### src/rtl/shm_pkg.sv
// Shared SHM geometry, action encoding and client-port state encoding.
// Both the SHM core and its client ports import this package.
package shm_pkg;

  localparam int SIZE        = 16;
  localparam int WORD_SIZE   = 16;
  localparam int PAGE_SIZE   = 4;
  localparam int PAGES_COUNT = SIZE - PAGE_SIZE;

  typedef enum logic [1:0] {
    SHM_READ  = 2'd0,
    SHM_WRITE = 2'd1,
    SHM_ALLOC = 2'd2,
    SHM_FREE  = 2'd3
  } shm_action_t;

  typedef enum logic [2:0] {
    CL_IDLE     = 3'd0,
    CL_WAIT_ACK = 3'd1,
    CL_DELAY    = 3'd2,
    CL_RESP     = 3'd3,
    CL_DRAIN    = 3'd4
  } client_state_t;

endpackage

### src/rtl/shm_client_port_if.sv
// Processor-side request/response channel plus the SHM trigger/ack side of one client slot.
// The master modport is the environment (processor and SHM); the slave modport is the client port.
interface shm_client_port_if;
  import shm_pkg::*;

  logic                   req_valid;
  logic                   req_ready;
  shm_action_t            req_action;
  logic [PAGES_COUNT-1:0] req_ptr;
  logic [SIZE-1:0]        req_shift;
  logic [WORD_SIZE-1:0]   req_wdata;

  logic                   rsp_valid;
  logic                   rsp_ready;
  logic [WORD_SIZE-1:0]   rsp_data;
  logic [PAGES_COUNT-1:0] rsp_ptr;
  logic                   rsp_err;

  logic                   shm_trigger;
  logic                   shm_ack;
  shm_action_t            shm_action;
  logic [PAGES_COUNT-1:0] shm_ptr;
  logic [SIZE-1:0]        shm_shift;
  logic [WORD_SIZE-1:0]   shm_data_in;
  logic [WORD_SIZE-1:0]   shm_data_out;
  logic [PAGES_COUNT-1:0] shm_ptr_out;

  modport master (
    output req_valid, req_action, req_ptr, req_shift, req_wdata, rsp_ready,
           shm_ack, shm_data_out, shm_ptr_out,
    input  req_ready, rsp_valid, rsp_data, rsp_ptr, rsp_err,
           shm_trigger, shm_action, shm_ptr, shm_shift, shm_data_in
  );

  modport slave (
    input  req_valid, req_action, req_ptr, req_shift, req_wdata, rsp_ready,
           shm_ack, shm_data_out, shm_ptr_out,
    output req_ready, rsp_valid, rsp_data, rsp_ptr, rsp_err,
           shm_trigger, shm_action, shm_ptr, shm_shift, shm_data_in
  );

endinterface

### src/rtl/shm_client_port_toggle_tracker.sv
// Trigger/ack toggle bookkeeping: flips the trigger level on fire and remembers the ack
// level at that moment, so any later difference on shm_ack means the SHM has answered.
module shm_toggle_tracker (
  input  logic clock,
  input  logic reset,
  input  logic fire,
  input  logic shm_ack,
  output logic ack_seen,
  output logic trigger
);

  logic ack_ref;

  always_ff @(posedge clock) begin
    if (reset) begin
      ack_ref <= 1'b0;
      trigger <= 1'b0;
    end else if (fire) begin
      ack_ref <= shm_ack;
      trigger <= ~trigger;
    end
  end

  assign ack_seen = (shm_ack != ack_ref);

endmodule

### src/rtl/shm_client_port.sv
// Initiator side of the SHM toggle trigger/ack protocol for one processor slot:
// one outstanding request, buffered response, timeout guard against a hung SHM.
module shm_client_port
  import shm_pkg::*;
#(
  parameter int DATA_DELAY     = 1,
  parameter int TIMEOUT_CYCLES = 1024
) (
  input logic               clock,
  input logic               reset,
  shm_client_port_if.slave  bus
);

  // One counter serves both the ack timeout and the read-data delay; it never runs both at once.
  localparam int TO_W  = (TIMEOUT_CYCLES > 0) ? $clog2(TIMEOUT_CYCLES + 1) : 1;
  localparam int DD_W  = (DATA_DELAY > 0) ? $clog2(DATA_DELAY + 1) : 1;
  localparam int CNT_W = (TO_W > DD_W) ? TO_W : DD_W;
  localparam logic [CNT_W-1:0] TO_LAST = CNT_W'((TIMEOUT_CYCLES > 0) ? TIMEOUT_CYCLES - 1 : 0);
  localparam logic [CNT_W-1:0] DD_LAST = CNT_W'((DATA_DELAY > 0) ? DATA_DELAY - 1 : 0);

  client_state_t    state_q, state_d;
  logic [CNT_W-1:0] cnt_q;
  logic             ack_seen;
  logic             fire;
  logic             capture_data;
  logic             capture_ptr;
  logic             set_err;
  logic             timeout_hit;
  logic             delay_done;

  assign bus.req_ready = (state_q == CL_IDLE) && !reset;
  assign bus.rsp_valid = (state_q == CL_RESP);
  assign timeout_hit   = (TIMEOUT_CYCLES > 0) && (cnt_q == TO_LAST);
  assign delay_done    = (cnt_q == DD_LAST);

  shm_toggle_tracker u_tracker (
    .clock    (clock),
    .reset    (reset),
    .fire     (fire),
    .shm_ack  (bus.shm_ack),
    .ack_seen (ack_seen),
    .trigger  (bus.shm_trigger)
  );

  always_ff @(posedge clock) begin
    if (reset) begin
      state_q <= CL_IDLE;
    end else begin
      state_q <= state_d;
    end
  end

  // An ack arriving on the same cycle as the timeout wins, so a slow but live SHM is never flagged.
  always_comb begin
    state_d      = state_q;
    fire         = 1'b0;
    capture_data = 1'b0;
    capture_ptr  = 1'b0;
    set_err      = 1'b0;
    case (state_q)
      CL_IDLE: begin
        if (bus.req_valid && bus.req_ready) begin
          fire    = 1'b1;
          state_d = CL_WAIT_ACK;
        end
      end
      CL_WAIT_ACK: begin
        if (ack_seen) begin
          capture_ptr = (bus.shm_action == SHM_ALLOC);
          if (bus.shm_action == SHM_READ) begin
            if (DATA_DELAY > 0) begin
              state_d = CL_DELAY;
            end else begin
              capture_data = 1'b1;
              state_d      = CL_RESP;
            end
          end else begin
            state_d = CL_RESP;
          end
        end else if (timeout_hit) begin
          set_err = 1'b1;
          state_d = CL_RESP;
        end
      end
      CL_DELAY: begin
        if (delay_done) begin
          capture_data = 1'b1;
          state_d      = CL_RESP;
        end
      end
      CL_RESP: begin
        if (bus.rsp_ready) begin
          state_d = bus.rsp_err ? CL_DRAIN : CL_IDLE;
        end
      end
      CL_DRAIN: begin
        if (ack_seen) begin
          state_d = CL_IDLE;
        end
      end
      default: state_d = CL_IDLE;
    endcase
  end

  always_ff @(posedge clock) begin
    if (reset) begin
      cnt_q <= '0;
    end else if (fire || ((state_q == CL_WAIT_ACK) && ack_seen)) begin
      cnt_q <= '0;
    end else if (((state_q == CL_WAIT_ACK) || (state_q == CL_DELAY)) && (cnt_q != '1)) begin
      cnt_q <= cnt_q + 1'b1;
    end
  end

  // Request fields are held from acceptance until the next acceptance; the response is
  // cleared at acceptance so non-read/non-alloc payload fields naturally read as zero.
  always_ff @(posedge clock) begin
    if (reset) begin
      bus.shm_action  <= SHM_READ;
      bus.shm_ptr     <= '0;
      bus.shm_shift   <= '0;
      bus.shm_data_in <= '0;
      bus.rsp_data    <= '0;
      bus.rsp_ptr     <= '0;
      bus.rsp_err     <= 1'b0;
    end else begin
      if (fire) begin
        bus.shm_action  <= bus.req_action;
        bus.shm_ptr     <= bus.req_ptr;
        bus.shm_shift   <= bus.req_shift;
        bus.shm_data_in <= bus.req_wdata;
        bus.rsp_data    <= '0;
        bus.rsp_ptr     <= '0;
        bus.rsp_err     <= 1'b0;
      end
      if (capture_data) begin
        bus.rsp_data <= bus.shm_data_out;
      end
      if (capture_ptr) begin
        bus.rsp_ptr <= bus.shm_ptr_out;
      end
      if (set_err) begin
        bus.rsp_err <= 1'b1;
      end
    end
  end

endmodule

### src/flat_wrapper.sv
// flat-port wrapper written by rule: the top's interface ports become plain ports
module shm_client_port_flat import shm_pkg::*;
#(
  parameter int DATA_DELAY     = 1,
  parameter int TIMEOUT_CYCLES = 1024
)
  (clock, reset, bus_req_valid, bus_req_action, bus_req_ptr, bus_req_shift, bus_req_wdata, bus_rsp_ready, bus_shm_ack, bus_shm_data_out, bus_shm_ptr_out, bus_req_ready, bus_rsp_valid, bus_rsp_data, bus_rsp_ptr, bus_rsp_err, bus_shm_trigger, bus_shm_action, bus_shm_ptr, bus_shm_shift, bus_shm_data_in);
  shm_client_port_if bus_i ();
  input logic clock;
  input logic reset;
  input wire logic [$bits(bus_i.req_valid)-1:0] bus_req_valid;
  input wire logic [$bits(bus_i.req_action)-1:0] bus_req_action;
  input wire logic [$bits(bus_i.req_ptr)-1:0] bus_req_ptr;
  input wire logic [$bits(bus_i.req_shift)-1:0] bus_req_shift;
  input wire logic [$bits(bus_i.req_wdata)-1:0] bus_req_wdata;
  input wire logic [$bits(bus_i.rsp_ready)-1:0] bus_rsp_ready;
  input wire logic [$bits(bus_i.shm_ack)-1:0] bus_shm_ack;
  input wire logic [$bits(bus_i.shm_data_out)-1:0] bus_shm_data_out;
  input wire logic [$bits(bus_i.shm_ptr_out)-1:0] bus_shm_ptr_out;
  output wire logic [$bits(bus_i.req_ready)-1:0] bus_req_ready;
  output wire logic [$bits(bus_i.rsp_valid)-1:0] bus_rsp_valid;
  output wire logic [$bits(bus_i.rsp_data)-1:0] bus_rsp_data;
  output wire logic [$bits(bus_i.rsp_ptr)-1:0] bus_rsp_ptr;
  output wire logic [$bits(bus_i.rsp_err)-1:0] bus_rsp_err;
  output wire logic [$bits(bus_i.shm_trigger)-1:0] bus_shm_trigger;
  output wire logic [$bits(bus_i.shm_action)-1:0] bus_shm_action;
  output wire logic [$bits(bus_i.shm_ptr)-1:0] bus_shm_ptr;
  output wire logic [$bits(bus_i.shm_shift)-1:0] bus_shm_shift;
  output wire logic [$bits(bus_i.shm_data_in)-1:0] bus_shm_data_in;
  assign bus_i.req_valid = bus_req_valid;
  assign bus_i.req_action = bus_req_action;
  assign bus_i.req_ptr = bus_req_ptr;
  assign bus_i.req_shift = bus_req_shift;
  assign bus_i.req_wdata = bus_req_wdata;
  assign bus_i.rsp_ready = bus_rsp_ready;
  assign bus_i.shm_ack = bus_shm_ack;
  assign bus_i.shm_data_out = bus_shm_data_out;
  assign bus_i.shm_ptr_out = bus_shm_ptr_out;
  assign bus_req_ready = bus_i.req_ready;
  assign bus_rsp_valid = bus_i.rsp_valid;
  assign bus_rsp_data = bus_i.rsp_data;
  assign bus_rsp_ptr = bus_i.rsp_ptr;
  assign bus_rsp_err = bus_i.rsp_err;
  assign bus_shm_trigger = bus_i.shm_trigger;
  assign bus_shm_action = bus_i.shm_action;
  assign bus_shm_ptr = bus_i.shm_ptr;
  assign bus_shm_shift = bus_i.shm_shift;
  assign bus_shm_data_in = bus_i.shm_data_in;
  shm_client_port #(.DATA_DELAY(DATA_DELAY), .TIMEOUT_CYCLES(TIMEOUT_CYCLES)) u_core (.clock(clock), .reset(reset), .bus(bus_i));
endmodule
### config.mk
export PLATFORM = sky130hd
export DESIGN_NAME = shm_client_port_flat
export DESIGN_NICKNAME = d
export VERILOG_FILES = /design/src/rtl/shm_pkg.sv /design/src/rtl/shm_client_port_if.sv /design/src/rtl/shm_client_port_toggle_tracker.sv /design/src/rtl/shm_client_port.sv /design/src/flat_wrapper.sv
export SDC_FILE = /design/constraint.sdc
export NUM_CORES = 1
export LEC_CHECK = 0
export ABC_AREA = 1
export CAP_MARGIN = 20
export CORE_MARGIN = 5
export CORE_UTILIZATION = 43
export CTS_CLUSTER_DIAMETER = 120
export CTS_CLUSTER_SIZE = 28
export DETAILED_ROUTE_END_ITERATION = 6
export GPL_TIMING_DRIVEN = 1
export PLACE_DENSITY = 0.88
export SETUP_SLACK_MARGIN = 0.02
export SYNTH_ARGS = -nofsm -noshare
export SYNTH_HDL_FRONTEND = slang
export SYNTH_SLANG_ARGS = --single-unit
### constraint.sdc
create_clock -name clock -period 1.8 [get_ports clock]
set_clock_uncertainty 0.2 [all_clocks]
set_input_delay 0.36 -clock clock [delete_from_list [all_inputs] [get_ports clock]]
set_output_delay 0.36 -clock clock [all_outputs]
set_load 0.02 [all_outputs]
---- After elaboration in Yosys (flattened, before gate mapping) ----
Cells that the tools add are included.
W data, S select, Z words.
word-level totals
  register bits ........................... 91
  bits of input ports ..................... 79
  output and inout port bits .............. 78
operators by class
  add/subtract/negate cells ............... 1
  eq/ne operators ......................... 13
  mux-type cells .......................... 24
  bitwise gates (word level) .............. 1
  reductions and logical operators ........ 15
operators by type and width
  operator                 number
  $mux W16                 2
  $mux W12                 2
  $mux W3                  7
  $pmux W3 S5              1
  $mux W1                  12
  $add A11 B1 Y11 const B  1
  $eq A11 B10 Y1 const B   1
  $logic_not A11 Y1        1
  $ne A11 B11 Y1 const B   1
  $eq A3 B2 Y1 const B     2
  $reduce_bool A2 Y1       3
  $reduce_and A5 Y1        1
  $logic_and A1 B1 Y1      4
  $ne A2 B1 Y1 const B     2
  $ne A2 B2 Y1 const B     2
  $eq A3 B1 Y1 const B     1
  $eq A3 B3 Y1 const B     1
  $logic_not A3 Y1         1
  $ne A3 B1 Y1 const B     1
  $eq A2 B2 Y1 const B     1
  $logic_not A2 Y1         1
  $logic_or A1 B1 Y1       2
  $reduce_or A2 Y1         1
  $logic_not A1 Y1         1
  other kinds (2)          2

---- Longest topological paths before layout ----
Gate-level depths: netlist of run 1.
  depth after elaboration ................. 7
  gate-level depth with buffers ........... 11
  mapped depth without buffers ............ 10

---- By module ----
A second synthesis of run 1 with hierarchy kept.
unflattened totals
  cell total of the unflattened synthesis .. 394
  area total of the unflattened synthesis .. 3472.1 um^2
by module, submodules not included
  module              times used  cells each  area each (um^2)  sequential area each (um^2)
  shm_client_port     1           381         3383.2            1781.7
  shm_toggle_tracker  1           13          88.8              40.0

---- Worst setup path after synthesis of run 1 ----
OpenSTA, ideal clock, no wires.
  path type ............................... register to register
  from .................................... register u_core.cnt_q[0]
  to ...................................... register u_core.cnt_q[3]
  arrival time ............................ 1.323 ns
  path slack .............................. 0.161 ns
  cell stages (with the launch flop) ...... 10
  path buffers ............................ 1
  period minus slack after synthesis ...... 1.639 ns
  path through ............................ dfxtp_1 > ha_1 > nand3_2 > clkinv_1 > nand3_2 > nand2_4 > inv_2 > buf_6 > nand2_1 > and3_1
on the way
  cells in the longest elaborated chain, start to end .. 2
RTL lines
  what                                                                     line                    text
  from (decl)                                                              shm_client_port.sv:22   logic [CNT_W-1:0] cnt_q;
  from (signal assigned)                                                   shm_client_port.sv:111  cnt_q <= cnt_q + 1'b1;
  parallel branches: the longest is 2 deep, another holds $add A11 B1 Y11  --
Several ways; the timed one is not identified.
A chain may end at the register's enable or synchronous reset.

---- Final worst setup path of run 1 ----
  from .................................... register u_core.state_q[2]
  to ...................................... output bus_req_ready
on the way
  cells in the longest elaborated chain, start to end .. 2
RTL lines
  what                    line                   text
  from (decl)             shm_client_port.sv:21  client_state_t state_q, state_d;
  from (signal assigned)  shm_client_port.sv:49  state_q <= state_d;
  $logic_not A3 Y1        shm_client_port.sv:31  assign bus.req_ready = (state_q == CL_IDLE) && !reset;
  $logic_and A1 B1 Y1     shm_client_port.sv:31
  to (decl)               flat_wrapper.sv:20     output wire logic [$bits(bus_i.req_ready)-1:0] bus_req_ready;
Every way passes these cells.

==> flow_results.org, run 1 <==
** Yosys
- The share of the Yosys chip area taken by registers is 0.489.
- Synthesis produced a little under 500 cells.
- Area fraction of the dominant cell type after synthesis :: 0.489
- Post-synth top flop :: dfxtp_1
- Top cell type by total area after synthesis :: dfxtp_1
- In this run the mean area of a mapped cell was between 7 and 8 sq um.
- Largest cells by area after synthesis :: dfxtp_1 49%, nand2_1 14%, nand3_1 13%, a21oi_1 4.7%, nor2_1 2.8%
- Synthesized netlist net count :: 567
- Share of flip-flops with an asynchronous set or reset :: 0
- Synthesis inferred 91 register bits.
- Yosys printed 0 warnings.
- The number of different library cells used by synthesis comes to 32.
- The synthesized design contains 0 enable-type register cells.
- Cell Area, Synth :: ~3700 sq um

** STA
- Setup repair after global routing could not meet its margin everywhere.
- After layout, the worst setup slack is between 0.02 and 0.03 ns.
- Number of hold violations in the final report :: 0
- Peak clock frequency supported by timing :: 564 MHz
- Hold WS :: 0.165 ns
- Max-slew violation count :: 0
- Total negative slack :: 0 ns
- At the pin with the least slew margin, the transition time is between 0.3 and 0.4 ns.
- In the finished design, the share of the clock period the worst path needs comes to 0.986.
- Worst slew margin :: 0.791
- Setup violations remaining at the end of the flow were counted as 0.
- Final critical path time including I/O delays and setup :: approximately 1.8 ns

** Cells and area
- Share of post-route cells with drive strength above 1 :: 0.120
- The repair_antennas step left the layout with diodes totalling 0.
- Final Net Count :: roughly 730
- Relative to the synthesized area, the layout overhead comes to 53.3%.

** Placement
- HPWL Detailed :: 8300 um
- Prior to clock tree synthesis, the placed netlist has a worst setup slack of -0.456 ns.
- During placement, the flow inserted port buffers numbering around 160.
- The congestion estimate from routability-driven global placement came to 0.827.

** Clocking
- Clock network latency to the later pin of the worst-skew pair :: roughly 0.35 ns
- In this run the deepest clock path goes through 2 buffers.
- Count of clock tree sinks :: ~90
- Counting the buffers created by CTS gives 9.
- CTS tree :: done
- In this run the number of H-tree levels came out at 3.
- Clock-pin slew was measured on the worst setup and hold paths at 0.08 ns.
- For this design, the CTS-stage hold fixing added 0 buffers.
- The root buffer cell chosen for the clock tree is clkbuf_8.

** Critical path
- Source of the worst register-to-register timing path :: u_core.state_q[2]
- The critical path is of the reg -> out type.
- Worst reg2reg setup slack :: about 0.090 ns
- STA classifies the critical path startpoint as a register.
- Counting cells, the worst reg-to-reg path comes to 10.
- Crit. End Element :: output pin
- Data required time of the critical path :: around 1.2 ns
- Worst r2r dst :: u_core.bus.shm_data_in[2]
- Crit path DAT :: 1.21 ns
- Of all nets on the critical path, the largest fanout is 4.

** Route
- The first routing iteration left 100 violations.
- Final antenna-violating net count :: 0
- For this run, design rule violations remaining after detail routing come to 0.
- The pre-antenna-repair detailed-routing pass consisted of 4 iterations.
- Dividing the detail-routed via count by the number of cells gives ~5.
- DR vias :: ~3.8k
- Aggregate routed wire length :: between 10000 and 15000 um
- Average wire per cell in the routed design :: 14.1 um

** Global route
- In the global route stage, overall resource usage came out at 0.199.
- Entering global routing, the biggest net connects 47 pins.
- Number of global-route vias before repair :: between 3k and 4k
- Global-route wire length before repair :: 17100 um
- Global route overflow :: 0
- The number of antenna violations at the first check in global routing is 0.

** Die
- IO Count :: 157
- The floorplan has 34 rows.
- Initial core utilization :: 0.433
- Core Region :: between 8000 and 9000 sq um
- From bottom edge to top edge, the die measures between 100 and 150 um.
- The die covers 10600 sq um.
- Die outline width :: slightly above 100 um

** Hold path
- The path class of the tightest hold or removal check is in -> reg.
- The worst hold path passes through 3 cells.
- The path with the worst hold slack has its endpoint at u_core.u_tracker.ack_ref.
- Worst min-delay path startpoint :: bus_shm_ack

** Flow run
- The tool flagged a number of max-cap violations equal to 0.

** Power
- Cell Pwr Density :: between 1000 and 1500 nW/um^2
- Highest ir drop seen on vdd :: about 640 uV
- Total design power :: between 6 and 7 mW
- Static power due to leakage :: 2.69 nW

** Outcome
- Result of the run :: finished, final reports clean
==> what timing repair did <==
action / in CTS / in global routing
endpoints found under the hold margin: 0 / 0
pin swaps: 0 / 5
cloned: 0 / 0
endpoints found under the setup margin: 127 / 55
gates resized for setup: 96 / 23
buffers inserted: 0 / 3
==> area by class of cell <==
class	count	area [sq um]
clock inverters	5	62.6
well taps	108	135
repair buffers	181	1750
clock buffers	11	131
flip-flops and latches	91	1830
multi-input cells	342	1670
inverters	27	119
fillers	705	2890
==> cell usage after synthesis (5+ instances only) <==
cell type	instances
nand2_1	142
nand3_1	96
dfxtp_1	91
a21oi_1	35
nor2_1	28
inv_1	20
buf_2	10
clkbuf_1	8
buf_6	7
o21ai_0	5
==> logic make-up (layout without fill, tap and decap cells) <==
family,Yosys count,in the layout,share of synthesized area
AND/OR/NAND/NOR,292,292,0.362
flip-flops,91,91,0.489
buffers and inverters,53,224,0.0729
AO/OA/AOI/OAI,47,47,0.0662
adder cells (fa/ha/maj),2,2,0.00672
XOR/XNOR,1,1,0.00235
==> cells in the final DEF, fill, tap and decap left out, types with 5 or more instances in the layout <==
cell type,n
a21oi_1,34
buf_12,7
buf_4,17
clkbuf_8,9
clkdlybuf4s50_1,76
dfxtp_1,87
dlygate4sd2_1,76
inv_1,19
nand2_1,139
nand2_2,6
nand3_1,95
nor2_1,27
nor2_4,5
==> routing by layer <==
metal / global-route usage / up-vias / wire (um)
li1: - / 1918 / -
met1: 0.242 / 1748 / 4260
met2: 0.346 / 145 / 5280
met3: 0.0575 / 12 / 1130
met4: 0.0518 / 0 / 134
met5: 0 / - / 0
==> per-stage QoR <==
step                      utilization  instance area [sq um]  cells
after floorplan                     -                   3720    486
after global placement          0.638                   5480    746
after detailed placement        0.638                   5480    746
after CTS                       0.652                   5610    762
after global routing            0.664                   5710    765
final                           0.664                   5710    765
==> worst max-delay path, cell delays in order (launching register included) <==
cell	delay [ns]
dfxtp_4	0.37
nor2_4	0.14
nand2_4	0.07
nor2_4	0.15
buf_6	0.14
==> state kept, by name, indices dropped and copies added, names as in the netlist <==
name,count
u_core.u_tracker.ack_ref,1
u_core.bus.shm_shift,16
u_core.state_q,3
u_core.bus.rsp_ptr,12
u_core.cnt_q,11
u_core.bus.rsp_err,1
u_core.bus.shm_data_in,16
u_core.u_tracker.trigger,1
u_core.bus.shm_action,2
u_core.bus.rsp_data,16
u_core.bus.shm_ptr,12
==> worst max-delay path by stage <==
stage,startpoint,endpoint,slack [ns],depth (start not counted)
final,u_core.state_q[2],bus_req_ready,0.03,4
after CTS,u_core.state_q[2],bus_req_ready,-0.009,4
after detailed placement,reset,u_core.state_q[2],-0.46,9
after global routing,u_core.state_q[2],bus_req_ready,-0.02,4
after floorplan,u_core.cnt_q[0],u_core.cnt_q[3],0.16,9
after global placement,reset,bus_req_ready,-0.41,3
==> power by group <==
part / switching [mW] / leakage (nW) / total [mW] / internal, mW
sequential: 0.208 / 0.743 / 2.58 / 2.37
clock: 0.699 / 0.0901 / 1.35 / 0.650
combinational: 1.65 / 1.86 / 2.77 / 1.13
total: 2.55 / 2.69 / 6.70 / 4.15
No activity file was read; power rests on OpenSTA's default activity.
==> run 2: changes to the inputs <==
--- a/config.mk
+++ b/config.mk
@@ -12,9 +12,11 @@
 export CTS_CLUSTER_DIAMETER = 120
 export CTS_CLUSTER_SIZE = 28
 export DETAILED_ROUTE_END_ITERATION = 6
+export GPL_ROUTABILITY_DRIVEN = 0
 export GPL_TIMING_DRIVEN = 1
 export PLACE_DENSITY = 0.88
 export SETUP_SLACK_MARGIN = 0.02
+export SLEW_MARGIN = 30
 export SYNTH_ARGS = -nofsm -noshare
 export SYNTH_HDL_FRONTEND = slang
 export SYNTH_SLANG_ARGS = --single-unit
==> run 2 against run 1 <==
Compared with the run above:
- routed wire length increased by 6.4%
- register-to-register slack got worse by 0.04 ns
- highest routed layer unchanged
- clock-buffer cell count unchanged
==> flow_results.org, run 2 (same netlist as run 1, synthesis figures left out) <==
** Outcome
- The flow ran to the end, and the final reports show no timing, DRC or antenna violations.

** Clocking
- The number of levels the H-tree was split into was 3 (unchanged).
- The number of buffers on the longest clock path is 2 (unchanged).
- Clock network latency to the later pin of the worst-skew pair :: 0.35 ns (about the same)
- TritonCTS built the clock tree.
- CTS Root Buffer Type :: clkbuf_8
- Count of clock tree sinks :: 91 (unchanged)
- The clock-pin slew on the worst setup and hold paths came to 0.08 ns (about the same).
- The CTS buffer count is 9 (unchanged).

** Cells and area
- Area of the multi-input gates :: 1700 sq um (+1.5%)
- Largest registers ranked by flip-flop count :: u_core.bus.rsp_data (16), u_core.bus.shm_data_in (16), u_core.bus.shm_shift (16)
- The share of the core filled with cells in the final layout is 0.669 (+0.00510).
- The top cell types in the final layout, fill and taps aside, are 140 x nand2_1, 95 x nand3_1, 87 x dfxtp_1.
- Compared with the post-synthesis result, the final layout area differs by 54.5%.
- The proportion of layout cells with a drive suffix above 1 was 0.127 (+0.00722).
- Filler Cell Count :: 695 (-1.4%)
- The library cell used most frequently in the layout, excluding fill and tap cells, is nand2_1.
- Final Net Count :: 735 (+0.27%)
- The final cell area excluding filler cells was 5750 sq um (+0.77%).
- Total area of sequential cells :: 1830 sq um (unchanged)
- The antenna diode count is 0 (unchanged).

** Global route
- The met3 global-route usage came to 0.0629 (+0.00541).
- The number of global-route vias before repair came to 3688 (+0.11%).
- The global-route wire length before repair is 17000 um (-0.69%).
- Global route overflow :: 0 (unchanged)
- Routing usage on met1 :: 0.231 (-0.0118)
- The routing usage on met2 is 0.351 (+0.00543).
- The number of antenna violations at the first check in global routing came to 0 (unchanged).
- The largest net degree at the start of global routing was 47 (unchanged).
- The layer flagged by global routing as most heavily used is met2.
- The overall routing resource usage was 0.202 (+0.00208).

** Power
- Total design power :: 6.81 mW (+1.6%)
- Cell Pwr Density :: 1180 nW/um^2 (+0.83%)
- The standby leakage power is 2.69 nW (+0.23%).
- The largest vdd supply drop came to 540 uV (-16%).

** Die
- The placeable core region was 8590 sq um (unchanged).
- The number of cell rows came to 34 (unchanged).
- The count of pins on the block boundary came to 157 (unchanged).
- Initial core utilization :: 0.433 (unchanged)
- The die span in y is 103 um (unchanged).
- Die outline width :: 103 um (unchanged)
- The area enclosed by the die boundary was 10600 sq um (unchanged).

** Placement
- The final HPWL from detailed placement came to 8510 um (+2.5%).
- The count of buffers from port buffering is 156 (unchanged).
- Placed cell areas :: 5480 sq um (about the same)

** Route
- DR vias :: 3933 (+2.9%)
- Average wire per cell in the routed design :: 15.0 um (+6.1%)
- Final antenna-violating net count :: 0 (unchanged)
- Starting DRT DRC Count :: 130 (+30%)
- Detailed-route vias per instance :: 5.13 (+2.6%)
- The number of iterations in the first detailed-routing pass was 4 (unchanged).
- Aggregate routed wire length :: 11500 um (+6.4%)
- Residual DRC count :: 0 (unchanged)

** Critical path
- Cell with the most instances on the worst path :: nor2_4
- Crit path DAT :: 1.23 ns (+0.02 ns)
- Standard cell with the maximum stage delay on the critical path :: dfxtp_4
- The maximum fanout along the worst path came to 3 (-1).
- Setup crit start kind :: register
- Ordered cell list for the critical path :: nor2_4 -> nand2_4 -> nor2_4 -> buf_6
- Classification of the worst setup path :: reg -> out
- STA classifies the critical path endpoint as an output pin.
- The largest incremental delay on the critical path is 0.37 ns (about the same).
- R2r worst-path depth :: 10 (unchanged)
- Data required time of the critical path :: 1.24 ns (about the same)

** Hold path
- In this run the worst hold path is classified as reg -> reg.
- Cell count of the worst hold path :: 2 (-1)

** STA
- Final critical path time including I/O delays and setup :: 1.79 ns (+0.0176 ns)
- The number of endpoints with negative hold slack in the final report came to 0 (unchanged).
- Peak clock frequency supported by timing :: 558 MHz (-0.98%)
- The hold slack is 0.245 ns (+0.0796 ns).
- The final worst-path cycle share came to 0.996 (+0.00980).
- Setup repair after global routing could not meet its margin everywhere.
- Total negative slack :: 0 ns (unchanged)
- The count of pins over their slew limit came to 0 (unchanged).
- The headroom to the max-slew limit is 0.764 (-0.0270).
- The total of endpoints with negative setup slack in the final report is 0 (unchanged).
- Slew @ Worst Pin :: 0.353 ns (+0.0400 ns)

** Flow run
- Max_cap viols :: 0 (unchanged)
run 2: cell types whose count changed in the layout (fill, tap and decap cells not counted), moves of 2 or more:
cell,change
nand2_2,-2
nor2_1,-2
nor2_2,+2
buf_4,+2
run 2: worst max-delay path, delay by kind of cell, from the launching register on:
family | cells | cell delay [ns]
buffers and inverters | 1 | 0.14
flip-flops | 1 | 0.37
AND/OR/NAND/NOR | 3 | 0.37
run 2: timing repair:
action | 4_1_cts | 5_1_grt
resized for setup | 94 | 30
buffers inserted | 0 | 3
cloned | 0 | 1
hold buffers | 0 | 0
setup endpoints to repair | 110 | 73
pin swaps | 0 | 4
run 2: through the flow:
step	setup slack (ns)	instances
finish	0.00792	767
global route	-0.0499	767
CTS	-0.00152	763
detailed placement	-0.421	747
global placement	-0.416	747
floorplan	0.161	486
run 2: report_power, final:
| group | switching [mW] | leakage, nW | internal [mW] | total, mW |
|---|---|---|---|---|
| clock | 0.722 | 0.0901 | 0.651 | 1.37 |
| sequential | 0.227 | 0.743 | 2.37 | 2.60 |
| combinational | 1.71 | 1.86 | 1.13 | 2.84 |
run 2: path summary, 6_finish.rpt:
| check | startpoint | to | slack [ns] |
|---|---|---|---|
| setup / recovery | u_core.state_q[2] | bus_req_ready | 0.008 |
| hold / removal | u_core.bus.shm_data_in[2] | u_core.bus.shm_data_in[2] | 0.24 |
| setup reg to reg | u_core.cnt_q[1] | u_core.bus.rsp_data[11] | 0.05 |
| hold reg to reg | u_core.bus.shm_data_in[2] | u_core.bus.shm_data_in[2] | 0.24 |
run 2: final cells by class:
type	count	share of cell area
Clock inverter	5	0.0109
Multi-Input combinational cell	342	0.295
Tap cell	108	0.0235
Clock buffer	11	0.0229
Sequential cell	91	0.319
Timing Repair Buffer	183	0.308
Inverter	27	0.0209
run 2: routing by layer:
layer  up-vias  part of all wire
met3        23              0.10
met4         0             0.022
li1       1927                 -
met5         -                 0
met1      1815              0.39
met2       168              0.49
